--- src/rtl/mic_fifo_wr_arbiter.sv ---
// Multi-channel mic sample arbiter: captures per-channel samples, writes them round-robin into a shared FIFO, flushes it when full.
// Optional overrun counter built only when MIC_FIFO_OVERRUN_CNT_EN is defined.
module mic_fifo_wr_arbiter #(
  parameter  int CHANNELS     = 2,
  parameter  int SAMPLE_W     = 16,
  parameter  int CLEAR_CYCLES = 4,
  localparam int CH_W         = (CHANNELS > 1) ? $clog2(CHANNELS) : 1
) (
  input  logic                         clock,
  input  logic                         reset,
  input  logic [CHANNELS-1:0]          spd_rdy,
  input  logic [CHANNELS*SAMPLE_W-1:0] spd_data,
  input  logic                         fifo_full,
  input  logic                         overrun_clr,
  output logic [CHANNELS-1:0]          spd_ack,
  output logic                         wrenable,
  output logic [SAMPLE_W+CH_W-1:0]     fifo_data,
  output logic                         fifo_clear,
  output logic [15:0]                  overrun_count
);

  localparam int CNT_W = $clog2(CLEAR_CYCLES + 1);

  localparam logic [0:0] S_RUN   = 1'b0;
  localparam logic [0:0] S_CLEAR = 1'b1;

  logic [0:0]               r_state;
  logic [CNT_W-1:0]         r_clr_cnt;
  logic [CHANNELS-1:0]      r_rdy_d;
  logic [CHANNELS-1:0]      r_pending;
  logic [CH_W-1:0]          r_rr_ptr;
  logic [SAMPLE_W-1:0]      r_hold [CHANNELS];
  logic [CHANNELS-1:0]      r_spd_ack;
  logic                     r_wrenable;
  logic [SAMPLE_W+CH_W-1:0] r_fifo_data;
  logic                     r_fifo_clear;

  logic [CHANNELS-1:0]      w_rise;
  logic [CHANNELS-1:0]      w_pend_hi;
  logic [CHANNELS-1:0]      w_cand;
  logic                     w_flush;
  logic                     w_wr_valid;
  logic [CH_W-1:0]          w_wr_ch;
  logic [CHANNELS-1:0]      w_wr_onehot;
  logic [CHANNELS-1:0]      w_overrun;
  logic [CHANNELS-1:0]      w_pending_next;
  logic [CH_W-1:0]          w_rr_next;

  // w_pend_hi keeps only requests at or above the round-robin pointer; searching it
  // first and falling back to the full vector gives the wrap-around search order.
  genvar gi;
  generate
    for (gi = 0; gi < CHANNELS; gi++) begin : g_chan
      assign w_rise[gi]    = spd_rdy[gi] & ~r_rdy_d[gi];
      assign w_pend_hi[gi] = r_pending[gi] & (CH_W'(gi) >= r_rr_ptr);
    end
  endgenerate

  assign w_cand  = (|w_pend_hi) ? w_pend_hi : r_pending;
  assign w_flush = (r_state == S_RUN) & fifo_full;

  always_comb begin
    w_wr_valid = 1'b0;
    w_wr_ch    = '0;
    if ((r_state == S_RUN) && !fifo_full && (|r_pending)) begin
      w_wr_valid = 1'b1;
      for (int c = CHANNELS - 1; c >= 0; c--) begin
        if (w_cand[c]) begin
          w_wr_ch = CH_W'(c);
        end
      end
    end
  end

  assign w_wr_onehot = w_wr_valid ? (CHANNELS'(1) << w_wr_ch) : '0;
  assign w_rr_next   = (w_wr_ch == CH_W'(CHANNELS - 1)) ? '0 : (w_wr_ch + CH_W'(1));

  // A sample dropped by the flush is not an overrun; a same-cycle write of c frees the slot.
  assign w_overrun      = w_rise & r_pending & ~w_wr_onehot & {CHANNELS{~w_flush}};
  assign w_pending_next = w_flush ? w_rise : ((r_pending & ~w_wr_onehot) | w_rise);

  always_ff @(posedge clock) begin
    if (reset) begin
      r_rdy_d     <= '1;
      r_pending   <= '0;
      r_rr_ptr    <= '0;
      r_spd_ack   <= '0;
      r_wrenable  <= 1'b0;
      r_fifo_data <= '0;
      for (int c = 0; c < CHANNELS; c++) begin
        r_hold[c] <= '0;
      end
    end else begin
      r_rdy_d    <= spd_rdy;
      r_pending  <= w_pending_next;
      r_spd_ack  <= spd_rdy;
      r_wrenable <= w_wr_valid;
      if (w_wr_valid) begin
        r_fifo_data <= {w_wr_ch, r_hold[w_wr_ch]};
        r_rr_ptr    <= w_rr_next;
      end
      for (int c = 0; c < CHANNELS; c++) begin
        if (w_rise[c]) begin
          r_hold[c] <= spd_data[c*SAMPLE_W +: SAMPLE_W];
        end
      end
    end
  end

  // Clear counter is loaded on entry; the last clear cycle is when it reads 1.
  always_ff @(posedge clock) begin
    if (reset) begin
      r_state      <= S_RUN;
      r_clr_cnt    <= '0;
      r_fifo_clear <= 1'b0;
    end else begin
      case (r_state)
        S_RUN: begin
          if (fifo_full) begin
            r_state      <= S_CLEAR;
            r_clr_cnt    <= CNT_W'(CLEAR_CYCLES);
            r_fifo_clear <= 1'b1;
          end
        end
        S_CLEAR: begin
          r_clr_cnt <= r_clr_cnt - CNT_W'(1);
          if (r_clr_cnt <= CNT_W'(1)) begin
            r_state      <= S_RUN;
            r_fifo_clear <= 1'b0;
          end
        end
        default: begin
          r_state      <= S_RUN;
          r_fifo_clear <= 1'b0;
        end
      endcase
    end
  end

`ifdef MIC_FIFO_OVERRUN_CNT_EN
  logic [15:0] r_overrun_count;
  logic [3:0]  w_ovr_num;
  logic [16:0] w_ovr_sum;

  always_comb begin
    w_ovr_num = '0;
    for (int c = 0; c < CHANNELS; c++) begin
      w_ovr_num = w_ovr_num + 4'(w_overrun[c]);
    end
  end

  assign w_ovr_sum = {1'b0, r_overrun_count} + 17'(w_ovr_num);

  always_ff @(posedge clock) begin
    if (reset || overrun_clr) begin
      r_overrun_count <= '0;
    end else if (w_ovr_sum[16]) begin
      r_overrun_count <= 16'hFFFF;
    end else begin
      r_overrun_count <= w_ovr_sum[15:0];
    end
  end

  assign overrun_count = r_overrun_count;
`else
  logic w_unused;
  assign w_unused      = overrun_clr ^ (|w_overrun);
  assign overrun_count = '0;
`endif

  assign spd_ack    = r_spd_ack;
  assign wrenable   = r_wrenable;
  assign fifo_data  = r_fifo_data;
  assign fifo_clear = r_fifo_clear;

endmodule

--- config.mk ---
export PLATFORM = sky130hd
export DESIGN_NAME = mic_fifo_wr_arbiter
export DESIGN_NICKNAME = d
export VERILOG_FILES = /design/src/rtl/mic_fifo_wr_arbiter.sv
export SDC_FILE = /design/constraint.sdc
export NUM_CORES = 1
export LEC_CHECK = 0
export CORE_ASPECT_RATIO = 1.4
export CORE_UTILIZATION = 23
export DETAILED_ROUTE_END_ITERATION = 16
export GPL_TIMING_DRIVEN = 0
export MAX_ROUTING_LAYER = met4
export PLACE_DENSITY = 0.51
export SLEW_MARGIN = 5
export SYNTH_ARGS = -nofsm -noshare
export SYNTH_HDL_FRONTEND = slang
export SYNTH_SLANG_ARGS = --single-unit
--- constraint.sdc ---
create_clock -name clock -period 4.05 [get_ports clock]
set_input_delay 1.0125 -clock clock [delete_from_list [all_inputs] [get_ports clock]]
set_output_delay 1.0125 -clock clock [all_outputs]
set_load 0.01 [all_outputs]
==> flow_metrics.env <==
export IMPL_drc=0
export IMPL_fin_crit_ns=2.78
export IMPL_synth_xor_area_share_pct=0
export IMPL_drive_above_1_share_pct=12.2
export IMPL_worst_pin_slew_ns=0.835
export IMPL_grt_ovfl_total=0
export IMPL_synth_top_cell_by_area="edfxtp_1"
export IMPL_dr_pass1_iters=5
export IMPL_slew_headroom_pct=44.4
export IMPL_required_ns=4.00
export IMPL_fin_crit_sh_pct=68.7
export IMPL_setup_violations=0
export IMPL_cp_start_kind="primary input"
export IMPL_via_per_inst=4.17
export IMPL_status="complete, no violations"
export IMPL_synth_cells_most_frequent="and2_1, edfxtp_1, dfxtp_1"
export IMPL_first_global_vias=1960
export IMPL_leakagePower_nw=1.35
export IMPL_grt_max_degree=17
export IMPL_endpoint_kind="flip-flop"
export IMPL_antenna_found_initial=0
export IMPL_maxCapViolCount=0
export IMPL_initial_utilization_pct=24.0
export IMPL_clock_power_share_pct=43.8
export IMPL_synthArstFlopShare_pct=0
export IMPL_syn_cell_area_sq_mm=0.00264
export IMPL_r2r_start="r_rdy_d[1]"
export IMPL_ant_nets=0
export IMPL_min_path_type="flip-flop to flip-flop"
export IMPL_syn2layout_area_growth_pct=40.5
export IMPL_p_per_area_mw_per_mm2=413
export IMPL_finalPower_mw=1.53
export IMPL_cts_setup_buffers=0
export IMPL_synthCells=239
export IMPL_cts_resized=0
export IMPL_synth_top_family_by_area="simple AND/OR/NAND/NOR gates"
export IMPL_io_pins=75
export IMPL_grt_pass1_wl_um=9970
export IMPL_peakVddDrop_mv=0.207
export IMPL_clock_latency_ns=0.32
export IMPL_grt_usage_pct=11.7
export IMPL_clk_pin_slew_ns=0.05
export IMPL_core_area_sq_mm=0.0110
export IMPL_nets=362
export IMPL_switchingPower_mw=0.331
export IMPL_drv_slew=0
export IMPL_hp_start="fifo_clear"
export IMPL_synth_seq_area_share_pct=59.3
export IMPL_routed_wl_um=6290
export IMPL_synthMuxAreaShare_pct=0.380
export IMPL_synth_top_area_share_pct=36.5
export IMPL_ys_types=36
export IMPL_hold_viol=0
export IMPL_path_class="primary input to flip-flop"
export IMPL_rsz0062_at_grt="no"
export IMPL_hpwl_um=4590
export IMPL_drt_initial_drc_count=114
export IMPL_synth_simple_area_share_pct=19.6
export IMPL_synth_compound_area_share_pct=11.4
export IMPL_seqPwrFrac_pct=46.3
export IMPL_ys_ff_latch=62
export IMPL_crit_arrival_ns=2.73
export IMPL_die_w_um=92.5
export IMPL_antenna_cells=0
export IMPL_combPwrFrac_pct=9.9
export IMPL_syn_avg_cell_area_sq_um=11.0
export IMPL_synth_top_flop_cell="edfxtp_1"
export IMPL_clockRootBuffer="clkbuf_16"
export IMPL_clock_sinks=62
export IMPL_cts_buffers=9
export IMPL_rows=45
export IMPL_startpoint="reset"
export IMPL_fin_skew_ns=0.00651
export IMPL_yosys_warnings=0
export IMPL_synth_edf_count=32
export IMPL_synth_area_top_cells="edfxtp_1, dfxtp_1, and2_1"
export IMPL_clock_path_buffers=2
export IMPL_synthAdderAreaFrac_pct=0.950
export IMPL_swShare_pct=21.7
export IMPL_place_congestion=0.780
export IMPL_cts_tree="built"
export IMPL_die_height_um=129
export IMPL_io_buffers=57
export IMPL_timing_fmax_mhz=359
export IMPL_crit_fanout=16
export IMPL_dieArea_sq_mm=0.0119
export IMPL_synth_most_common_cell="and2_1"
export IMPL_vias=1953
export IMPL_cts_htree_levels=3
export IMPL_cts_hold_buf=0
export IMPL_drt_wirelength_per_cell_um=13.4
export IMPL_tns_ns=0
export IMPL_internal_power_mw=1.20
==> layout make-up <==
| class | count | area [sq um] |
|---|---|---|
| Buffer | 31 | 203 |
| Clock buffer | 13 | 250 |
| Clock inverter | 3 | 12.5 |
| Fill cell | 1140 | 7280 |
| Inverter | 4 | 15.0 |
| Multi-Input combinational cell | 157 | 912 |
| Sequential cell | 62 | 1560 |
| Tap cell | 141 | 176 |
| Timing Repair Buffer | 57 | 571 |
==> worst max-delay path, stage by stage <==
cell             delay [ns]
clkdlybuf4s50_1        0.59
clkbuf_1               0.39
nand2b_1               0.72
==> final timing paths <==
kind	cells after the start	endpoint	slack (ns)
max	3	r_hold[0][10]	1.27
min	2	fifo_clear	0.46
max reg2reg	4	r_hold[0][15]	2.40
min reg2reg	2	fifo_clear	0.46
==> layer usage <==
layer / vias up / GRT usage, % / part of all wire [%]
li1: 985 / - / -
met1: 900 / 12.2 / 42
met2: 59 / 20.4 / 52
met3: 9 / 2.60 / 4.1
met4: 0 / 6.62 / 2.1
met5: - / - / 0
==> kinds of logic (layout without fill, tap and decap cells) <==
logic type,count (synthesis),in the layout
DFF,62,62
muxes,1,1
other,1,16
adders and majority gates,2,2
AOI/OAI and AO/OA,50,50
and+or+nand+nor,88,88
buffers and inverters,35,108
==> flip-flops by register name, summed over array words and instances, names as in the netlist, 2 cells and up <==
register	cells
fifo_data	17
r_clr_cnt	3
r_hold	32
r_pending	2
r_rdy_d	2
spd_ack	2
==> through the flow <==
stage | std cells | hold slack [ns] | worst slack [ns] | area [sq um] | utilization (%)
3_5_place_dp | 452 | 0.460 | 0.886 | 3440 | 31.3
2_1_floorplan | 254 | 0.449 | 1.95 | 2690 | -
3_3_place_gp | 452 | 0.450 | 0.850 | 3440 | 31.3
5_1_grt | 468 | 0.489 | 1.15 | 3700 | 33.7
6_report | 468 | 0.458 | 1.27 | 3700 | 33.7
4_1_cts | 468 | 0.467 | 1.23 | 3700 | 33.7
==> power groups by stage <==
stage	registers, mW	clock network (mW)	logic [mW]
after detailed placement	0.719	0	0.153
after floorplan	0.718	0	0.0785
after global routing	0.710	0.715	0.166
after CTS	0.707	0.684	0.154
final	0.707	0.669	0.151
after global placement	0.719	0	0.151
==> cell usage in the layout, fill, tap and decap left out, drive strengths merged <==
| cell type | instances |
|---|---|
| nand2 | 1 |
| and2 | 33 |
| ha | 2 |
| o41ai | 1 |
| mux2i | 1 |
| nor2 | 6 |
| a21boi | 2 |
| nand2b | 8 |
| a22oi | 1 |
| conb | 16 |
| or2 | 3 |
| a21oi | 7 |
| or3b | 1 |
| o21ai | 18 |
| o21ba | 1 |
| clkbuf | 22 |
| nand3 | 29 |
| clkdlybuf4s50 | 57 |
| and3b | 1 |
| inv | 4 |
| nor3b | 1 |
| clkinv | 3 |
| a31oi | 15 |
| buf | 22 |
| o21bai | 1 |
| nor3 | 1 |
| edfxtp | 32 |
| o211ai | 1 |
| dfxtp | 30 |
| a311oi | 2 |
| nor2b | 4 |
| o31a | 1 |
Note: power is estimated with default switching activity, not from simulation.
